### config.mk
export PLATFORM = sky130hd
export DESIGN_NAME = node_sequencer
export DESIGN_NICKNAME = d
export VERILOG_FILES = /design/src/rtl/node_sequencer.sv
export SDC_FILE = /design/constraint.sdc
export NUM_CORES = 1
export LEC_CHECK = 0
export CAP_MARGIN = 25
export CORE_UTILIZATION = 56
export DETAILED_ROUTE_END_ITERATION = 8
export HOLD_SLACK_MARGIN = 0.03
export PLACE_DENSITY = 0.87
export RECOVER_POWER = 25
export REMOVE_ABC_BUFFERS = 1
export SKIP_LAST_GASP = 1
export SLEW_MARGIN = 20
export SYNTH_ARGS = -nofsm -noshare
export SYNTH_HDL_FRONTEND = slang
export SYNTH_SLANG_ARGS = --single-unit
### constraint.sdc
create_clock -name clk -period 3.8 [get_ports clk]
set_clock_uncertainty 0.15 [all_clocks]
set_input_delay 0.57 -clock clk [delete_from_list [all_inputs] [get_ports clk]]
set_output_delay 0.57 -clock clk [all_outputs]
set_load 0.005 [all_outputs]
### src/rtl/node_sequencer.sv
// node_sequencer: per-node cycle/phase sequencer driving opt, distance and exp-unit command streams.
// Define NODE_SEQ_PAUSE_EN to add a pause input that holds off the next cycle launch.
package replica_pkg;
   localparam int base_num = 2;
   typedef enum logic [1:0] {OR1 = 2'd0, TWO = 2'd1, THR = 2'd2} opt_command_t;
   typedef enum logic [2:0] {KN, KM, KP, LN, LP, LM} dist_sel_t;
   typedef enum logic [1:0] {DNOP, ZERO, MNS, PLS} dist_op_t;
   typedef struct packed {
      dist_sel_t sel;
      dist_op_t  op;
   } distance_command_t;
endpackage

module node_sequencer
   import replica_pkg::*;
#(
   parameter int STAGE_LEN = 20,
   parameter int EXP_TERMS = 15,
   parameter int RUN_W     = 24,
   parameter int BASE_NUM  = replica_pkg::base_num
) (
   input  logic              clk,
   input  logic              reset,
   input  logic              run_write,
   input  logic [RUN_W-1:0]  run_times,
   input  logic              stop,
`ifdef NODE_SEQ_PAUSE_EN
   input  logic              pause,
`endif
   output logic              running,
   output logic              cycle_finish,
   output logic              done,
   output logic [RUN_W-1:0]  run_cnt,
   output logic              opt_run,
   output opt_command_t      opt_com,
   output distance_command_t or_distance_com,
   output distance_command_t tw_distance_com,
   output logic              exp_init,
   output logic              exp_run,
   output logic              exp_fin,
   output logic [16:0]       exp_recip
);

   localparam int CYC = 10 * STAGE_LEN;
   localparam int CCW = $clog2(CYC);
   localparam int PHW = $clog2(STAGE_LEN);
   typedef logic [CCW-1:0] cc_t;
   typedef logic [PHW-1:0] ph_t;

   localparam cc_t CC_LAST  = cc_t'(CYC - 1);
   localparam cc_t CC_THR_A = cc_t'(STAGE_LEN - 1);
   localparam cc_t CC_TWO   = cc_t'(5 * STAGE_LEN - 1);
   localparam cc_t CC_THR_B = cc_t'(6 * STAGE_LEN - 1);
   localparam cc_t CC_E0    = cc_t'(2 * STAGE_LEN);
   localparam cc_t CC_E1    = cc_t'(3 * STAGE_LEN);
   localparam cc_t CC_E2    = cc_t'(7 * STAGE_LEN);
   localparam cc_t CC_E3    = cc_t'(8 * STAGE_LEN);
   localparam ph_t PH_LAST  = ph_t'(STAGE_LEN - 1);
   localparam ph_t PH_FIN   = ph_t'(STAGE_LEN - 2);

   typedef enum logic [1:0] {S_IDLE, S_RUN, S_HOLD} state_t;

   state_t           state, state_nxt;
   cc_t              cc;
   ph_t              ph;
   logic             run_pulse, fin_pulse, stop_lat, pause_i;
   logic             start_go, launch, seq_end, last_cycle;
   logic [RUN_W-1:0] target;
   logic [4:0]       ec, k, sc;
   logic [16:0]      recip_lut [32];

`ifdef NODE_SEQ_PAUSE_EN
   assign pause_i = pause;
`else
   assign pause_i = 1'b0;
`endif

   assign last_cycle = (run_cnt + RUN_W'(2)) == target;

   always_ff @(posedge clk or posedge reset) begin
      if (reset) state <= S_IDLE;
      else       state <= state_nxt;
   end

   always_comb begin
      state_nxt = state;
      case (state)
         S_IDLE: if (run_write && run_times != '0) state_nxt = S_RUN;
         S_RUN: begin
            if (cycle_finish) begin
               if (last_cycle || stop_lat) state_nxt = S_IDLE;
               else if (pause_i)           state_nxt = S_HOLD;
            end
         end
         S_HOLD: begin
            if (stop_lat)      state_nxt = S_IDLE;
            else if (!pause_i) state_nxt = S_RUN;
         end
         default: state_nxt = S_IDLE;
      endcase
   end

   always_comb begin
      running  = (state != S_IDLE);
      start_go = (state == S_IDLE) && run_write && (run_times != '0);
      seq_end  = running && (state_nxt == S_IDLE);
      launch   = (state_nxt == S_RUN) &&
                 (((state == S_RUN) && cycle_finish) || (state == S_HOLD));
   end

   assign cycle_finish = (cc == CC_LAST);
   assign done         = fin_pulse;
   assign opt_run      = run_pulse || ((ph == '0) && (cc != '0)) || fin_pulse;
   assign exp_init     = (cc == CC_E0) || (cc == CC_E1) || (cc == CC_E2) || (cc == CC_E3);
   assign exp_fin      = (ph == PH_FIN);

   // ph tracks cc modulo STAGE_LEN so no divider is needed for the phase tests
   always_ff @(posedge clk or posedge reset) begin
      if (reset) begin
         cc        <= '0;
         ph        <= '0;
         run_pulse <= 1'b0;
         fin_pulse <= 1'b0;
         target    <= '0;
         run_cnt   <= '0;
         stop_lat  <= 1'b0;
         opt_com   <= THR;
      end else begin
         run_pulse <= start_go || launch;
         fin_pulse <= seq_end;
         if (run_pulse) begin
            cc <= cc_t'(1);
            ph <= ph_t'(1);
         end else if (cycle_finish) begin
            cc <= '0;
            ph <= '0;
         end else if (cc != '0) begin
            cc <= cc + cc_t'(1);
            ph <= (ph == PH_LAST) ? '0 : ph + ph_t'(1);
         end
         if (start_go) begin
            target  <= RUN_W'(run_times * RUN_W'(BASE_NUM));
            run_cnt <= '0;
         end else if ((state == S_RUN) && cycle_finish) begin
            run_cnt <= run_cnt + RUN_W'(2);
         end
         if (start_go || seq_end)  stop_lat <= 1'b0;
         else if (running && stop) stop_lat <= 1'b1;
         if ((cc == CC_THR_A) || (cc == CC_THR_B))                   opt_com <= THR;
         else if (cc == CC_TWO)                                      opt_com <= TWO;
         else if (seq_end)                                           opt_com <= THR;
         else if (start_go || ((state == S_RUN) && cycle_finish))    opt_com <= OR1;
      end
   end

   for (genvar i = 0; i < 32; i++) begin : g_recip
      if (i == 0) begin : g_k0
         assign recip_lut[i] = 17'(32768 / EXP_TERMS);
      end else begin : g_kn
         assign recip_lut[i] = 17'(32768 / i);
      end
   end

   // ec==0 only occurs on the init clock; it shares the k=0 slot so the first value is 2^15/EXP_TERMS
   assign k = (ec == '0) ? '0 : ec - 5'd1;

   always_ff @(posedge clk or posedge reset) begin
      if (reset) begin
         ec        <= '0;
         exp_run   <= 1'b0;
         exp_recip <= '0;
      end else begin
         if (exp_init) begin
            ec      <= 5'(EXP_TERMS);
            exp_run <= 1'b1;
         end else if (ec >= 5'd2) begin
            ec      <= ec - 5'd1;
            exp_run <= 1'b1;
         end else begin
            ec      <= '0;
            exp_run <= 1'b0;
         end
         if (exp_init || exp_run) exp_recip <= recip_lut[k];
      end
   end

   function automatic distance_command_t or_step(input logic [4:0] s);
      case (s)
         5'd0:    or_step = '{KN, ZERO};
         5'd1:    or_step = '{KM, MNS};
         5'd2:    or_step = '{KP, PLS};
         5'd3:    or_step = '{KN, MNS};
         5'd4:    or_step = '{LN, PLS};
         5'd5:    or_step = '{LP, MNS};
         5'd6:    or_step = '{KN, PLS};
         default: or_step = '{KN, DNOP};
      endcase
   endfunction

   function automatic distance_command_t tw_step(input logic [4:0] s);
      case (s)
         5'd0:    tw_step = '{KN, ZERO};
         5'd1:    tw_step = '{KM, MNS};
         5'd2:    tw_step = '{LM, PLS};
         5'd3:    tw_step = '{LN, MNS};
         5'd4:    tw_step = '{KN, PLS};
         default: tw_step = '{KN, DNOP};
      endcase
   endfunction

   always_ff @(posedge clk or posedge reset) begin
      if (reset) begin
         sc              <= '0;
         or_distance_com <= '{KN, DNOP};
         tw_distance_com <= '{KN, DNOP};
      end else begin
         sc              <= opt_run ? '0 : ((sc == 5'd31) ? sc : sc + 5'd1);
         or_distance_com <= or_step(sc);
         tw_distance_com <= tw_step(sc);
      end
   end

endmodule
* Word-level counts from Yosys, hierarchy flattened
Memory sizes are Yosys's and may differ from the RTL's. A register that Yosys moved wholly into a read port is not among the register bits. Index checks and enable logic that the tools add are counted. W data, S select, Z words.
Storage, ports and cells: register bits after elaboration 88, memory bits (read-only) 544, input port bits 28, logic and storage cells 107, memories kept 1
Memories:
- (name not given) | depth 32, width 17, rd ports 1, clocked after Yosys merged registers in 1, wr ports 0, line 183 | if (exp_init || exp_run) exp_recip <= recip_lut[k];
Operators by class: add/subtract/negate cells 5, $lt $le $gt $ge 1, equal/unequal tests 22, muxes and demuxes 29, bitwise gates (word level) 1, reduce and logical (&&, ||, !) cells 32
Operators with widths (number):
- $mux W24 | 2
- $mux W5 | 9
- $pmux W5 S7 | 1
- $pmux W5 S5 | 1
- $add A24 B2 Y24 const B | 1
- $eq A24 B24 Y1 | 1
- $eq A8 B8 Y1 const B | 3
- $mux W8 | 3
- $reduce_bool A24 Y1 | 1
- $eq A8 B6 Y1 const B | 2
- $eq A8 B7 Y1 const B | 2
- $eq A5 B3 Y1 const B | 3
- $eq A5 B5 Y1 const B | 3
- $logic_not A5 Y1 | 3
- $mux W2 | 7
- $logic_or A1 B1 Y1 | 12
- $add A5 B1 Y5 const B | 2
- $eq A5 B2 Y1 const B | 2
- $add A8 B1 Y8 const B | 1
- $eq A8 B5 Y1 const B | 1
- $logic_and A1 B1 Y1 | 8
- $reduce_bool A8 Y1 | 1
- $not A5 Y6 | 1
- $pmux W2 S3 | 1
- other kinds (11) | 19

* Depth between registers and ports, before layout
depth after elaboration 11, mapped depth 14, mapped depth without buffers 13

* Worst setup path before layout
Ideal clock, no wire load.
kind flip-flop to flip-flop, start point register ec[0], end point register exp_recip[6], data arrival time 2.779 ns, required time 3.524 ns, setup slack 0.745 ns, stages on the path, launching flop included 14, period minus slack after synthesis 3.055 ns, cell sequence dfrtp_1 inv_1 ha_1 nor3b_1 nand2b_1 nand2b_1 ha_1 clkbuf_1 nand2_1 a211oi_1 a211oi_1 o21ba_2 a221oi_1 nor2_1
On the way: cells in the longest elaborated chain, start to end 3, elaborated cells on any way between the ends 4
RTL lines:
- start: declaration | line 69 | logic [4:0] ec, k, sc;
- start signal: assignment | line 174 | ec <= 5'(EXP_TERMS);
- start signal: assignment | line 177 | ec <= ec - 5'd1;
- $sub A5 B1 Y5 / $logic_not A5 Y1 (equally long branches) | line 165 | assign k = (ec == '0) ? '0 : ec - 5'd1;
- $mux W5 * | line 165
- $not A5 Y6 (not written as such) * | line 183
- end: declaration | line 41 | output logic [16:0] exp_recip
Every way passes the cells marked *; elsewhere a longest branch is shown, timed or not. A chain may end at the register's enable or synchronous reset.

* Final worst setup path
start point register run_cnt[5], end point register state[0]
On the way: cells in the longest elaborated chain, start to end 6
RTL lines:
- start: declaration | line 33 | output logic [RUN_W-1:0] run_cnt,
- start signal: assignment | line 145 | run_cnt <= run_cnt + RUN_W'(2);
- $add A24 B2 Y24 | line 78 | assign last_cycle = (run_cnt + RUN_W'(2)) == target;
- $eq A24 B24 Y1 | line 78
- $logic_or A1 B1 Y1 | line 91 | if (last_cycle || stop_lat) state_nxt = S_IDLE;
- $mux W2 | line 91
- $mux W2 | line 90 | if (cycle_finish) begin
- $pmux W2 S3 | line 87 | case (state)
- named net state_nxt[0] | line 63 | state_t state, state_nxt;
- end signal: assignment | line 82 | else state <= state_nxt;
- end: declaration | line 63
The timed path passes the listed nets, and every way through them passes these cells.

==> flow_summary.ini <==
[status]
status = complete, no violations

[hold_path]
min_path_cells = 2
holdPathEnd = exp_recip[0]$_DFFE_PP0P_
hp-class = register to register
worstHoldStart = exp_recip[0]$_DFFE_PP0P_

[power]
swShare_pct = 44.2
powerDensity_nw_per_um2 = 762
clockPowerShare_pct = 12.8
p_int_uw = 3150
leakage_uw = 0.00322
irDropWorstVdd_mv = 0.456
pwr-share-comb_pct = 55.1
p_sw_uw = 2490
seqPwrFrac_pct = 32.1

[setup_path]
crit_path_end_kind = register
critical_path.max_stage_delay_ns = 0.53
start_kind = register
reg2regPathDepth = 8
path_cells = nand4_2, or3_1, or4_1, a2111oi_2, o2111ai_1, o21bai_1, nand2_1, a21o_1
cp_slowest_cell = or4_1
crit_required_ns = 3.92
path_class = register to register
crit_fanout = 13
r2r_start = run_cnt[5]$_DFFE_PP0P_
cp_data_arrival_time_ns = 3.43
rrSetupSlack_ns = 0.49
timing.rr.end = state[0]$_DFF_PP0_

[synth]
yosysMostFrequentCell = nand2_1
synth_seq_area_share_pct = 41.1
syn_inst = 730
avgSynthCellArea_um2 = 8.60
syn_area_um2 = 6280
ys_types = 73
synth_seq_cells = 103
synth.cells.most_frequent = nand2_1, dfrtp_1, nor2_1
yosysTopAreaCell = dfrtp_1
yosysTopAreaCellShare_pct = 40.6
synth_ff_type = dfrtp_1
synth_area_leaders = dfrtp_1, nand2_1, o21ai_0, ha_1, xnor2_1
synth_edf_count = 0
ys.warnings.count = 0
async_flop_share_pct = 100

[clocking]
holdBufCountCts = 0
numCtsBuffers = 9
ctsResizeCount = 0
cts_tree = done
clkTransAtPathRegs_ns = 0.10
clkSinkCount = 103
cts-root-buf = clkbuf_8
postCtsSetupBuffers = 0
clockBufferDepth = 2
htreeDepth = 3
clk_latency_ns = 0.38

[routing]
drt_iter0_markers = 376
drc = 0
routed_wl_mm = 15.8
ant_nets = 0
viasPerCell = 6.07
drtPass1Iterations = 5
wl_per_cell_um = 16.7
via_count = 5748

[floorplan]
core_area_um2 = 10900
die_height_um = 108
start_util_pct = 57.7
die_x_um = 108
die_area_um2 = 11600
rows = 38
num_io_pins = 88

[layout]
multiInputGateArea_um2 = 3400
final_layout_size_suffix_gt1_share_pct = 6.69
fillCellCount = 858
diodes = 0
fin_nets = 851
seqCellArea_um2 = 2580
synthToLayoutAreaGrowth_pct = 17.9

[placement]
place.gp.congestion = 0.881
dp_slack_ns = 0.619
dpl.hpwl_mm = 11.6
io_buffers = 85

[sta]
tightest_slew_ns = 1.29
finalCritPeriodShare_pct = 87.0
report.final.slew_viol_count = 0
relSlewSlack_pct = 14.1
setup_ws_ns = 0.494
fin_setup_tns_ns = 0
fmax_ghz = 0.302
hold_violations = 0
setup_viol = 0
min_period_ns = 3.31
rsz0062_at_grt = no

[global_route]
grt_pass1_vias = 5324
use_met1_pct = 38.5
grt_pass1_wl_mm = 26.0
grt_overflow = 0
grt_max_degree = 76
grt_use_met2_pct = 46.2
grt_busiest_layer = met2
grt_usage_pct = 28.6
antenna_found_initial = 0
gr-usage-met3_pct = 4.24

[job]
cap_violations = 0
==> kinds of logic (layout without fill, tap and decap cells) <==
logic type | after synthesis | in the layout | synth area share [%]
AND/OR/NAND/NOR | 310 | 310 | 23.7
AO/OA/AOI/OAI | 172 | 172 | 17.7
flip-flops | 103 | 103 | 41.1
buffers and inverters | 65 | 140 | 4.96
XOR/XNOR | 49 | 49 | 6.83
adder cells (fa/ha/maj) | 22 | 22 | 4.34
multiplexers | 8 | 8 | 1.33
other | 1 | 3 | 0.0597
==> worst max path at each step <==
stage,startpoint,endpoint,slack (ns)
2_1_floorplan,reset,cc[0]$_DFFE_PP0P_,0.38
3_3_place_gp,ec[0]$_DFF_PP0_,exp_recip[6]$_DFFE_PP0P_,0.71
3_5_place_dp,ec[0]$_DFF_PP0_,exp_recip[6]$_DFFE_PP0P_,0.62
4_1_cts,cc[0]$_DFFE_PP0P_,opt_run,0.48
5_1_grt,ec[0]$_DFF_PP0_,exp_recip[6]$_DFFE_PP0P_,0.20
6_report,run_cnt[5]$_DFFE_PP0P_,state[0]$_DFF_PP0_,0.49
==> registers in the layout (all words and copies together), names as in the netlist <==
register,count
or_distance_com,5
ph,5
run_pulse,1
state,2
tw_distance_com,5
ec,5
stop_lat,1
run_cnt,23
done,1
cc,8
exp_recip,16
exp_run,1
target,23
opt_com,2
sc,5
==> per-stage QoR <==
step / power (µW) / std cells / instance area (µm²) / hold WS, ns / util, %
CTS: 5610 / 946 / 7410 / 0.348 / 68.0
floorplan: 3830 / 690 / 6060 / 0.305 / -
global placement: 4800 / 930 / 7200 / 0.314 / 66.2
finish: 5640 / 947 / 7410 / 0.340 / 68.0
detailed placement: 4880 / 930 / 7200 / 0.325 / 66.2
global route: 6080 / 947 / 7410 / 0.363 / 68.0
==> critical path, delay by kind of cell, from the launching register on <==
kind             cells  cell delay, ns
flip-flops           1            0.52
AND/OR/NAND/NOR      4            1.43
AO/OA/AOI/OAI        4            1.10
==> power by group through the flow <==
| stage | clock network (µW) | logic [µW] | registers, µW |
|---|---|---|---|
| finish | 723 | 3110 | 1810 |
| global route | 786 | 3440 | 1860 |
| CTS | 735 | 3070 | 1800 |
| detailed placement | 0 | 3060 | 1830 |
| global placement | 0 | 3000 | 1800 |
| floorplan | 0 | 2080 | 1750 |
==> per-layer routing <==
| layer | wire (µm) | share of wire [%] | vias to the layer above |
|---|---|---|---|
| li1 | - | - | 2711 |
| met1 | 6820 | 43 | 2768 |
| met2 | 7650 | 48 | 234 |
| met3 | 971 | 6.1 | 35 |
| met4 | 406 | 2.6 | 0 |
| met5 | 0 | 0 | - |
==> layout by cell type, fill, tap and decap left out, types with 5 or more instances in the layout <==
master,n
a211oi_1,6
a21oi_1,33
a31oi_1,11
and3_1,12
buf_4,14
clkbuf_8,9
clkdlybuf4s50_1,84
dfrtp_1,102
ha_1,21
inv_1,22
mux2i_1,5
nand2_1,127
nand2b_1,6
nand3_1,24
nand4_1,5
nor2_1,61
nor2b_1,5
nor3_1,17
nor4_1,12
o211ai_1,9
o21ai_0,57
o31ai_1,7
or3_1,8
or4_1,5
xnor2_1,28
xor2_1,21
==> area by class of cell <==
cell class / instances / area share (%)
Clock buffer: 9 / 1.67
Clock inverter: 7 / 1.05
Inverter: 23 / 1.18
Multi-Input combinational cell: 564 / 45.9
Sequential cell: 103 / 34.8
Tap cell: 140 / 2.37
Timing Repair Buffer: 101 / 13.0
Note: power is estimated with default switching activity, not from simulation.
